===== config.mk =====
export PLATFORM = sky130hd
export DESIGN_NAME = note_sequencer
export DESIGN_NICKNAME = d
export VERILOG_FILES = /design/src/rtl/note_sequencer.sv
export SDC_FILE = /design/constraint.sdc
export NUM_CORES = 1
export LEC_CHECK = 0
export ABC_CLOCK_PERIOD_IN_PS = 2050
export BUFFER_PORTS_ARGS = -buffer_cell sky130_fd_sc_hd__buf_4
export CAP_MARGIN = 20
export CORE_UTILIZATION = 50
export CTS_BUF_LIST = sky130_fd_sc_hd__clkbuf_4 sky130_fd_sc_hd__clkbuf_8
export CTS_CLUSTER_SIZE = 25
export DETAILED_ROUTE_END_ITERATION = 16
export HOLD_SLACK_MARGIN = 0.12
export MAX_ROUTING_LAYER = met4
export PLACE_DENSITY = 0.7
export SLEW_MARGIN = 0
export SYNTH_ARGS = -nofsm -noshare
export SYNTH_HDL_FRONTEND = slang
export SYNTH_SLANG_ARGS = --single-unit
export TNS_END_PERCENT = 100

===== constraint.sdc =====
create_clock -name clk -period 2.05 [get_ports clk]
set_input_delay 0 -clock clk [delete_from_list [all_inputs] [get_ports clk]]
set_output_delay 0 -clock clk [all_outputs]
set_load 0.005 [all_outputs]

===== src/rtl/note_sequencer.sv =====
// note_sequencer
//   Programmable NUM_STEPS-entry note pattern player for the synth voice path.
//   Advances one step per step_tick while playing; sound_edge toggles run/stop.
//   Supports loop/one-shot mode, reverse play, rest steps (REST_CODE entries),
//   runtime pattern writes and a one-cycle end-of-sequence pulse.
//
// Ports
//   clk         system clock
//   n_rst       synchronous active-low reset
//   sound_edge  one-cycle pulse, toggles run/stop
//   step_tick   one-cycle tempo strobe, advances the step while playing
//   loop_en     1: wrap at pattern end, 0: stop at pattern end
//   reverse     1: play descending indices (sampled on every tick)
//   wr_en       pattern write strobe
//   wr_addr     pattern entry to write (>= NUM_STEPS ignored)
//   wr_note     note code to write
//   note_out    current note, REST_CODE when idle
//   note_valid  playing and current entry is not a rest
//   step_idx    current step index, 0 when idle
//   seq_done    one-cycle pulse after the tick that ends or wraps the pattern
module note_sequencer #(
    parameter int                NUM_STEPS = 8,
    parameter int                NOTE_W    = 4,
    parameter logic [NOTE_W-1:0] REST_CODE = {NOTE_W{1'b1}},
    localparam int               IDX_W     = $clog2(NUM_STEPS)
) (
    input  logic              clk,
    input  logic              n_rst,
    input  logic              sound_edge,
    input  logic              step_tick,
    input  logic              loop_en,
    input  logic              reverse,
    input  logic              wr_en,
    input  logic [IDX_W-1:0]  wr_addr,
    input  logic [NOTE_W-1:0] wr_note,
    output logic [NOTE_W-1:0] note_out,
    output logic              note_valid,
    output logic [IDX_W-1:0]  step_idx,
    output logic              seq_done
);

    localparam logic [0:0] IDLE = 1'b0;
    localparam logic [0:0] PLAY = 1'b1;

    localparam logic [IDX_W-1:0] LAST_FWD = IDX_W'(NUM_STEPS - 1);

    // Power-up pattern: C major scale low C to high C, rests beyond.
    function automatic logic [NOTE_W-1:0] reset_note(input int i);
        case (i)
            0:       return NOTE_W'(0);
            1:       return NOTE_W'(2);
            2:       return NOTE_W'(4);
            3:       return NOTE_W'(5);
            4:       return NOTE_W'(7);
            5:       return NOTE_W'(9);
            6:       return NOTE_W'(11);
            7:       return NOTE_W'(12);
            default: return REST_CODE;
        endcase
    endfunction

    logic [0:0]                       state_q, state_d;
    logic [IDX_W-1:0]                 idx_q, idx_d;
    logic                             done_q, done_d;
    logic [NUM_STEPS-1:0][NOTE_W-1:0] pat_q, pat_d;

    logic             at_last;
    logic [IDX_W-1:0] first_idx;
    logic             wr_ok;

    // Direction-dependent end points; reverse is taken live on each tick.
    assign at_last   = reverse ? (idx_q == '0) : (idx_q == LAST_FWD);
    assign first_idx = reverse ? LAST_FWD : '0;
    // Out-of-range addresses matter when NUM_STEPS is not a power of two.
    assign wr_ok     = wr_en && (int'(wr_addr) < NUM_STEPS);

    always_comb begin
        state_d = state_q;
        idx_d   = idx_q;
        done_d  = 1'b0;
        pat_d   = pat_q;

        if (wr_ok) begin
            pat_d[wr_addr] = wr_note;
        end

        case (state_q)
            IDLE: begin
                // A tick arriving with the start edge is dropped.
                if (sound_edge) begin
                    state_d = PLAY;
                    idx_d   = first_idx;
                end
            end
            default: begin
                if (sound_edge) begin
                    state_d = IDLE;
                    idx_d   = '0;
                end else if (step_tick) begin
                    if (at_last) begin
                        done_d = 1'b1;
                        if (loop_en) begin
                            idx_d = first_idx;
                        end else begin
                            state_d = IDLE;
                            idx_d   = '0;
                        end
                    end else if (reverse) begin
                        idx_d = idx_q - 1'b1;
                    end else begin
                        idx_d = idx_q + 1'b1;
                    end
                end
            end
        endcase
    end

    always_ff @(posedge clk) begin
        if (!n_rst) begin
            state_q <= IDLE;
            idx_q   <= '0;
            done_q  <= 1'b0;
            for (int i = 0; i < NUM_STEPS; i++) begin
                pat_q[i] <= reset_note(i);
            end
        end else begin
            state_q <= state_d;
            idx_q   <= idx_d;
            done_q  <= done_d;
            pat_q   <= pat_d;
        end
    end

    assign note_out   = (state_q == PLAY) ? pat_q[idx_q] : REST_CODE;
    assign note_valid = (state_q == PLAY) && (pat_q[idx_q] != REST_CODE);
    assign step_idx   = idx_q;
    assign seq_done   = done_q;

endmodule

* Word-level counts from Yosys, hierarchy flattened *
Index checks and enable logic that the tools add are counted.

storage, ports and cells
  bits in registers = 37
  bits of input ports = 14
  output and inout port bits = 9
  logic and storage cells = 50

cells by class
  add/subtract/negate cells = 2
  magnitude comparators = 3
  equal/unequal tests = 2
  mux-type cells = 22
  bitwise logic cells = 3
  reduce and logical (&&, ||, !) cells = 7

operators with widths
  kind                   number
  $bwmux W32             1
  $mux W3                8
  $bmux W4 S3            1
  $demux W4 S3           1
  $mux W4                3
  $lt A3 B4 Y1 const B   2
  $mux W1                8
  $ne A4 B4 Y1 const B   1
  $reduce_bool A2 Y1     2
  $reduce_or A4 Y1       1
  $add A3 B1 Y3 const B  1
  $eq A3 B3 Y1 const B   1
  $ge A3 B1 Y1 const B   1
  $logic_not A3 Y1       1
  $not A1 Y1             3
  $sub A3 B1 Y3 const B  1
  $logic_and A1 B1 Y1    2
  $reduce_and A2 Y1      1

* Logic depth before layout (Yosys ltp) *
Gate-level depths: netlist of run 1.

  depth in word-level cells = 6
  depth in mapped cells = 5
  depth with buffers taken out = 5

* Worst setup path after synthesis of run 1 *
Ideal clock, no wire load.

  path type = register to register
  start = register idx_q[0], in the netlist step_idx[0]
  end = register state_q
  setup time = 134 ps
  arrival = 1455 ps
  data required time = 1916 ps
  path slack = 461 ps
  cell stages (with the launch flop) = 6
  path buffers = 1
  clock period less this slack = 1589 ps
  cell sequence = dfxtp_1 -> buf_4 -> or4b_4 -> and2_4 -> o31ai_2 -> a21oi_1

between the ends
  cells in the longest elaborated chain, start to end = 6
  elaborated cells on any way between the ends = 7
  classes of those cells = eq/ne: 1; mux: 5; reduce/logical: 1

ends and longest elaborated chain
  item                                                     RTL line  RTL
  from (decl)                                              63        logic [IDX_W-1:0] idx_q, idx_d;
  from (signal assigned)                                   128       idx_q <= idx_d;
  $eq A3 B3 Y1 / $logic_not A3 Y1 (equally long branches)  72        assign at_last = reverse ? (idx_q == '0) : (idx_q == LAST_FWD);
  $mux W1 *                                                72
  $mux W1 *                                                100       if (at_last) begin
  $mux W1 *                                                99        end else if (step_tick) begin
  $mux W1 *                                                96        if (sound_edge) begin
  $mux W1 *                                                87        case (state_q)
  to (signal assigned)                                     127       state_q <= state_d;
  to (decl)                                                62        logic [0:0] state_q, state_d;

Every way passes the cells marked *; elsewhere a longest branch is shown, timed or not.
A chain may end at the register's enable or synchronous reset.

* Worst setup path in the final report of run 1 *
  start = register idx_q[2], in the netlist step_idx[2]
  end = output note_valid

between the ends
  cells in the longest elaborated chain, start to end = 4

ends and longest elaborated chain
  item                           RTL line  RTL
  $bmux W4 S3                    135       assign note_valid = (state_q == PLAY) && (pat_q[idx_q] != REST_CODE);
  $mux W4 (implied by the code)  135
  $ne A4 B4 Y1                   135
  $logic_and A1 B1 Y1            135
  to (decl)                      37        output logic note_valid,

Every way passes these cells. The select of a mux whose other input is x is not followed.

==> results of run 1 <==
[flip-flops by register name, summed over array words and instances (netlist names)]
register / cells
step_idx: 3
state_q: 1
seq_done: 1
pat_q: 32
[where the power goes]
part,switching [mW],internal (mW),total (mW)
registers,0.0274,0.739,0.767
clock network,0.278,0.364,0.642
logic,0.116,0.127,0.244
total,0.422,1.23,1.65
[worst max-delay path by stage]
stage	from	to	slack [ps]	cells past startpoint
after floorplan	step_idx[0]	state_q	460	5
after global placement	step_idx[2]	state_q	370	5
after detailed placement	step_idx[1]	note_valid	290	4
after CTS	step_idx[2]	note_valid	100	4
after global routing	step_idx[2]	note_valid	20	4
final	step_idx[2]	note_valid	100	4
[cell usage after synthesis]
library cell | number | area (sq um)
a211oi_1 | 1 | 7.51
a211oi_2 | 1 | 12.5
a21oi_1 | 3 | 15.0
a311oi_1 | 1 | 8.76
and2_4 | 1 | 8.76
and3_1 | 1 | 6.26
buf_2 | 1 | 5.00
buf_4 | 1 | 7.51
buf_6 | 1 | 11.3
clkbuf_1 | 12 | 45.0
dfxtp_1 | 37 | 741
fa_1 | 1 | 20.0
inv_1 | 5 | 18.8
mux2i_1 | 36 | 360
mux4_1 | 8 | 210
nand2_1 | 25 | 93.8
nand2b_1 | 2 | 12.5
nand3_1 | 2 | 10.0
nand4_1 | 1 | 6.26
nand4b_1 | 4 | 35.0
nor2_1 | 20 | 75.1
nor2b_1 | 1 | 6.26
nor3_1 | 2 | 10.0
nor3_2 | 1 | 10.0
nor3b_2 | 2 | 25.0
o21ai_0 | 4 | 20.0
o31ai_2 | 1 | 12.5
o32ai_2 | 1 | 16.3
o41a_1 | 1 | 11.3
or4_1 | 1 | 7.51
or4b_4 | 1 | 13.8
xor2_1 | 1 | 8.76
[repair_timing]
item / 4_1_cts / 5_1_grt
endpoints found under the setup margin: 2 / 0
resized for setup: 2 / 0
hold buffers: 10 / 0
endpoints found under the hold margin: 37 / 0
[cell families (layout without fill, tap and decap cells)]
logic type | Yosys count | count (layout) | share of synthesized area
xor+xnor | 1 | 1 | 0.00473
fa+ha+maj | 1 | 1 | 0.0108
simple gates | 64 | 64 | 0.173
flops | 37 | 37 | 0.400
compound gates | 13 | 13 | 0.0561
buf+inv | 20 | 48 | 0.0473
mux | 44 | 44 | 0.308
[per-stage QoR]
step / power (mW) / util / instance area [sq um] / hold slack [ps] / cells
2_1_floorplan: 0.930 / - / 1850 / 149 / 180
3_5_place_dp: 1.01 / 0.589 / 2030 / 291 / 236
6_report: 1.65 / 0.652 / 2250 / 136 / 254
4_1_cts: 1.66 / 0.652 / 2250 / 129 / 254
3_3_place_gp: 1.00 / 0.589 / 2030 / 280 / 236
5_1_grt: 1.73 / 0.652 / 2250 / 143 / 254
[worst register-to-register path, stage by stage, from the launching register on]
cell     delay, ps
dfxtp_2        390
buf_4          180
or4b_4         510
and2_4         190
o31ai_2        170
a21oi_1         90
[layer usage]
layer | GRT usage | wire (microns) | part of all wire | vias to the layer above
met4 | 0.0872 | 49 | 0.012 | 0
met3 | 0.0748 | 254 | 0.060 | 6
li1 | - | - | - | 690
met1 | 0.295 | 1860 | 0.44 | 688
met5 | - | 0 | 0 | -
met2 | 0.383 | 2050 | 0.49 | 51
[area by class of cell]
class	count	area [sq um]
clock buffers	5	68.8
clock inverters	3	46.3
fillers	273	1200
inverters	5	18.8
multi-input cells	123	1020
flip-flops and latches	37	743
well taps	46	57.6
repair buffers	35	288
[placed cells by master (no fill, tap or decap)]
cell type	instances
o32ai_2	1
dfxtp_1	35
or4_1	1
nor2b_1	1
and2_4	1
mux4_1	8
nand4_1	1
clkinv_4	1
a211oi_2	1
dfxtp_2	2
nand3_1	2
clkinvlp_4	1
nor2_1	20
nor3b_2	2
fa_1	1
nor3_1	2
and3_1	1
nand2b_1	2
nand4b_1	4
a21oi_1	3
o21ai_0	4
clkbuf_8	5
a211oi_1	1
nor3_2	1
mux2i_1	36
bufinv_16	1
nand2_1	25
inv_1	5
or4b_4	1
o31ai_2	1
xor2_1	1
dlygate4sd3_1	10
o41a_1	1
a311oi_1	1
buf_4	25
==> metrics.md, run 1 <==
| Metric | Value |
|---|---|
| Status | `finished clean` |
| Dpl ws | `294 ps` |
| Clock network latency to the later pin of the worst-skew pair | `300 ps` |
| Syn Nets | `195` |
| Synth Cell Area | `0.00185 sq mm` |
| Critical-path cell list | `mux4_1 -> mux2i_1 -> o41a_1 -> buf_4` |
| Total track usage | `0.244` |
| Worst-path clk slew | `80 ps` |
| Final #Nets | `222` |
| Gpl congestion | `0.959` |
| Height of the die | `62.9 microns` |
| Max-slew headroom | `0.543` |
| WS Path Type | `flip-flop to output port` |
| Clock skew | `2.46 ps` |
| Final ANT Viol Nets | `0` |
| Worst Path Buf+Inv | `1` |
| H-tree Lvls | `2` |
| CTS Buf Count | `5` |
| Grt ovf | `0` |
| Worst R2R End | `state_q` |
| Final period demand of the worst path | `1950 ps` |
| Maximum capacitance violations | `0` |
| Fraction of layout cells with a size suffix above 1 | `0.207` |
| Root buffer cell | `clkbuf_8` |
| Worst setup EP type | `output port` |
| Register area share after synthesis | `0.400` |
| Starting Density | `0.538` |
| TNS Setup | `0 ps` |
| Vias in the first global route | `1399` |
| Core footprint | `0.00344 sq mm` |
| Row count | `21` |
| Syn. warnings | `0` |
| Ports | `23` |
| Initial antenna violation count | `0` |
| Final hold vios | `0` |
| Unrepaired setup endpoints after global routing | `no` |
| Worst Path Max Fanout | `7` |
| Slowest cell on crit path | `mux4_1` |
| TritonCTS Sinks | `37` |
| Antenna cells | `0` |
| CP arrival | `1950 ps` |
| DRC Markers | `0` |
| CTS tree | `done` |
| First-pass GRT wire length | `7030 microns` |
| DP Wirelength | `2940 microns` |
| Max clock buf depth | `2` |
| Routed wire length | `4210 microns` |
| Reg2reg path depth | `5` |
| Post-synth cell types | `32` |
| Die area | `0.00395 sq mm` |
| Worst VDD drop | `433 uV` |
| Final setup violation count | `0` |
| Reg-to-Reg Start | `step_idx[2]` |
| Syn avg cell area | `10.3 sq um` |
| Drt via density | `5.65` |
| Worst-margin pin slew | `685 ps` |
| PortBufs | `22` |
| Largest net degree at the start of global routing | `21` |
| Pwr Density | `736 mW/mm^2` |
| Final critical-path share of the clock period | `0.951` |
| Routed len/inst | `16.6 microns` |
| Final Slew Violations | `0` |
| Setup Buffers After CTS | `0` |
| Setup WS post-layout | `100 ps` |
| Vias | `1435` |
| Min-delay worst type | `input pin to flip-flop` |
| R2R setup slack | `380 ps` |
| Hold path start | `wr_addr[1]` |
| Worst EP required | `2050 ps` |
| Cell count after synthesis | `180` |
| Synth Register Bits | `37` |
| CP startpoint kind | `flip-flop` |
| Pre-antenna DRT Iters | `4` |
| 1st-iter DRT viols | `88` |
| Die X | `62.9 microns` |
| Synthesis-to-finish area growth | `21.3%` |
| Crit-path max cell delay | `600 ps` |
| Cell family with most CP delay | `multiplexers` |
| Worst hold endpoint | `pat_q[16]` |
| Max Fclk | `513 MHz` |
| Leak | `0.972 nW` |
| Hold depth | `4` |
Power figures use the tool's default switching activity.
==> inputs of run 2 (changes only) <==
- ABC_CLOCK_PERIOD_IN_PS: 2050 -> 1800
- clock period: 2.05 -> 1.8 ns (I/O delays scaled with it)
==> run 2 against run 1 <==
Compared with the run above:
- final area rose by 1.6%
- largest power group unchanged
- final cell count rose by 1.2%
- setup slack worse by 72 ps
- count of clock-buffer cells in the layout up 2
- sequential share of layout area decreased by 0.29 points
- routed wire length decreased by 0.40%
- flip-flop and latch count is the same
- clock power increased by 18%
- clock skew barely moved
==> metrics.md, run 2 (synthesis gave the netlist of run 1 again) <==
| Metric | Value |
|---|---|
| Status | `finished clean` |
| Total track usage | `0.242 (-0.00219)` |
| Min-delay worst type | `input pin to flip-flop` |
| Clock network latency to the later pin of the worst-skew pair | `290 ps (about the same)` |
| Most frequent cells in the layout | `dfxtp_1 (35), mux2i_1 (34), buf_4 (28), nand2_1 (25), nor2_1 (20)` |
| Initial antenna violation count | `0 (unchanged)` |
| Hold depth | `4 (unchanged)` |
| TritonCTS Sinks | `37 (unchanged)` |
| Antenna cells | `0 (unchanged)` |
| Critical-path cell list | `mux4_1 -> mux2i_1 -> o41a_1 -> buf_4` |
| Die X | `62.9 microns (unchanged)` |
| Final ANT Viol Nets | `0 (unchanged)` |
| Vias | `1433 (-0.14%)` |
| Worst-path clk slew | `70 ps (about the same)` |
| Gpl congestion | `0.839 (-12%)` |
| Final #Nets | `225 (+1.4%)` |
| Starting Density | `0.538 (unchanged)` |
| Hold_ws | `146 ps (+10.6 ps)` |
| Maximum capacitance violations | `0 (unchanged)` |
| GRT Max-Usage Layer | `met2` |
| Unrepaired setup endpoints after global routing | `yes` |
| Final hold vios | `0 (unchanged)` |
| Most flops, register | `pat_q` |
| Fraction of layout cells with a size suffix above 1 | `0.256 (+0.0492)` |
| Worst Path Buf+Inv | `1 (unchanged)` |
| Routed wire length | `4190 microns (-0.40%)` |
| Final period demand of the worst path | `1770 ps` |
| Final Slew Violations | `0 (unchanged)` |
| Drt via density | `5.58 (-1.3%)` |
| Grt ovf | `0 (unchanged)` |
| Worst Path Max Fanout | `8 (+1)` |
| Height of the die | `62.9 microns (unchanged)` |
| WS Path Type | `flip-flop to output port` |
| Reg2reg path depth | `5 (unchanged)` |
| CTS Buf Count | `5 (unchanged)` |
| Area occupied by multi-input gates | `0.00103 sq mm (+0.24%)` |
| Max Fclk | `564 MHz` |
| Max-slew headroom | `0.553 (+0.0101)` |
| Core footprint | `0.00344 sq mm (unchanged)` |
| Root buffer cell | `clkbuf_8` |
| Final critical-path share of the clock period | `0.984` |
| Pre-antenna DRT Iters | `4 (unchanged)` |
| Max FFs per register | `32 (unchanged)` |
| Leak | `0.969 nW (-0.30%)` |
| Crit-path max cell delay | `590 ps (about the same)` |
| 1st-iter DRT viols | `110 (+25%)` |
| Vias in the first global route | `1405 (+0.43%)` |
| Met3 global-route usage | `0.0620 (-0.0128)` |
| Worst-margin pin slew | `670 ps (-15.2 ps)` |
| Worst VDD drop | `488 uV (+13%)` |
| Largest net degree at the start of global routing | `21 (unchanged)` |
| Ports | `23 (unchanged)` |
| Cell family with most CP delay | `multiplexers` |
| PortBufs | `22 (unchanged)` |
| Commonest non-fill, non-tap cell in the layout | `dfxtp_1` |
| Slowest cell on crit path | `mux4_1` |
| Met1 usage | `0.297 (+0.00161)` |
| Worst EP required | `1800 ps (-250 ps)` |
| Filler Cells Inserted | `276 (+1.1%)` |
| Final setup violation count | `0 (unchanged)` |
| First-pass GRT wire length | `7020 microns (about the same)` |
| Die area | `0.00395 sq mm (unchanged)` |
| Instance count on the critical path | `4 (unchanged)` |
| Clock skew | `2.70 ps (+0.240 ps)` |
| Tot Pwr | `1.94 mW (+17%)` |
| CP arrival | `1770 ps (-180 ps)` |
| H-tree Lvls | `2 (unchanged)` |
| DP Wirelength | `2910 microns (-1.1%)` |
| Synthesis-to-finish area growth | `23.2%` |
| Worst setup EP type | `output port` |
| Met2 global-route usage | `0.393 (+0.00951)` |
| Pwr Density | `850 mW/mm^2 (+16%)` |
| CP startpoint kind | `flip-flop` |
| CTS tree | `done` |
| DRC Markers | `0 (unchanged)` |
| Register area | `748 sq um (+0.67%)` |
| Routed len/inst | `16.3 microns (-1.6%)` |
| Max clock buf depth | `2 (unchanged)` |
| Row count | `21 (unchanged)` |
## run 2: timing repair
item | CTS | global route
pin swaps | 1 | 1
endpoints found under the setup margin | 5 | 3
setup buffers | 2 | 0
hold buffers | 10 | 0
hold endpoints to repair | 37 | 0
resized for setup | 12 | 2
## run 2: worst paths after layout
path	startpoint	to	slack, ps
worst min register to register	pat_q[24]	pat_q[24]	470
worst min-delay path	wr_addr[1]	pat_q[17]	150
worst max register to register	step_idx[2]	state_q	90
worst max-delay path	step_idx[1]	note_valid	30
## run 2: through the flow
| step | instance area (sq um) | setup TNS (ps) | std cells | utilization | setup slack (ps) |
|---|---|---|---|---|---|
| after CTS | 2280 | -3.11 | 257 | 0.661 | -3.11 |
| after floorplan | 1850 | 0 | 180 | - | 211 |
| after detailed placement | 2040 | 0 | 237 | 0.591 | 14.0 |
| final | 2280 | 0 | 257 | 0.663 | 28.4 |
| after global placement | 2040 | 0 | 237 | 0.591 | 101 |
| after global routing | 2280 | -46.7 | 257 | 0.663 | -46.7 |
## run 2: metal layers
layer  wire [microns]  part of all wire
met5                0                 0
met4                5            0.0012
met3              205             0.049
met2             2040              0.49
met1             1940              0.46
## run 2: final cells by class
cell class                 instances  share of cell area
multi-input combinational        123               0.450
sequential                        37               0.328
timing repair buffer              38               0.136
clock buffer                       7              0.0395
tap                               46              0.0252
clock inverter                     1              0.0132
inverter                           5             0.00823
## run 2: power breakdown
part	switching, mW	leakage (nW)	internal (mW)
registers	0.0330	0.302	0.842
clock network	0.291	0.0619	0.467
logic	0.142	0.605	0.165
total	0.466	0.969	1.47
## run 2: worst reg2reg max path: stages (launching register included)
cell	delay (ps)
dfxtp_4	400
buf_4	170
or4b_4	510
and2_4	190
o31ai_2	200
a21oi_1	100
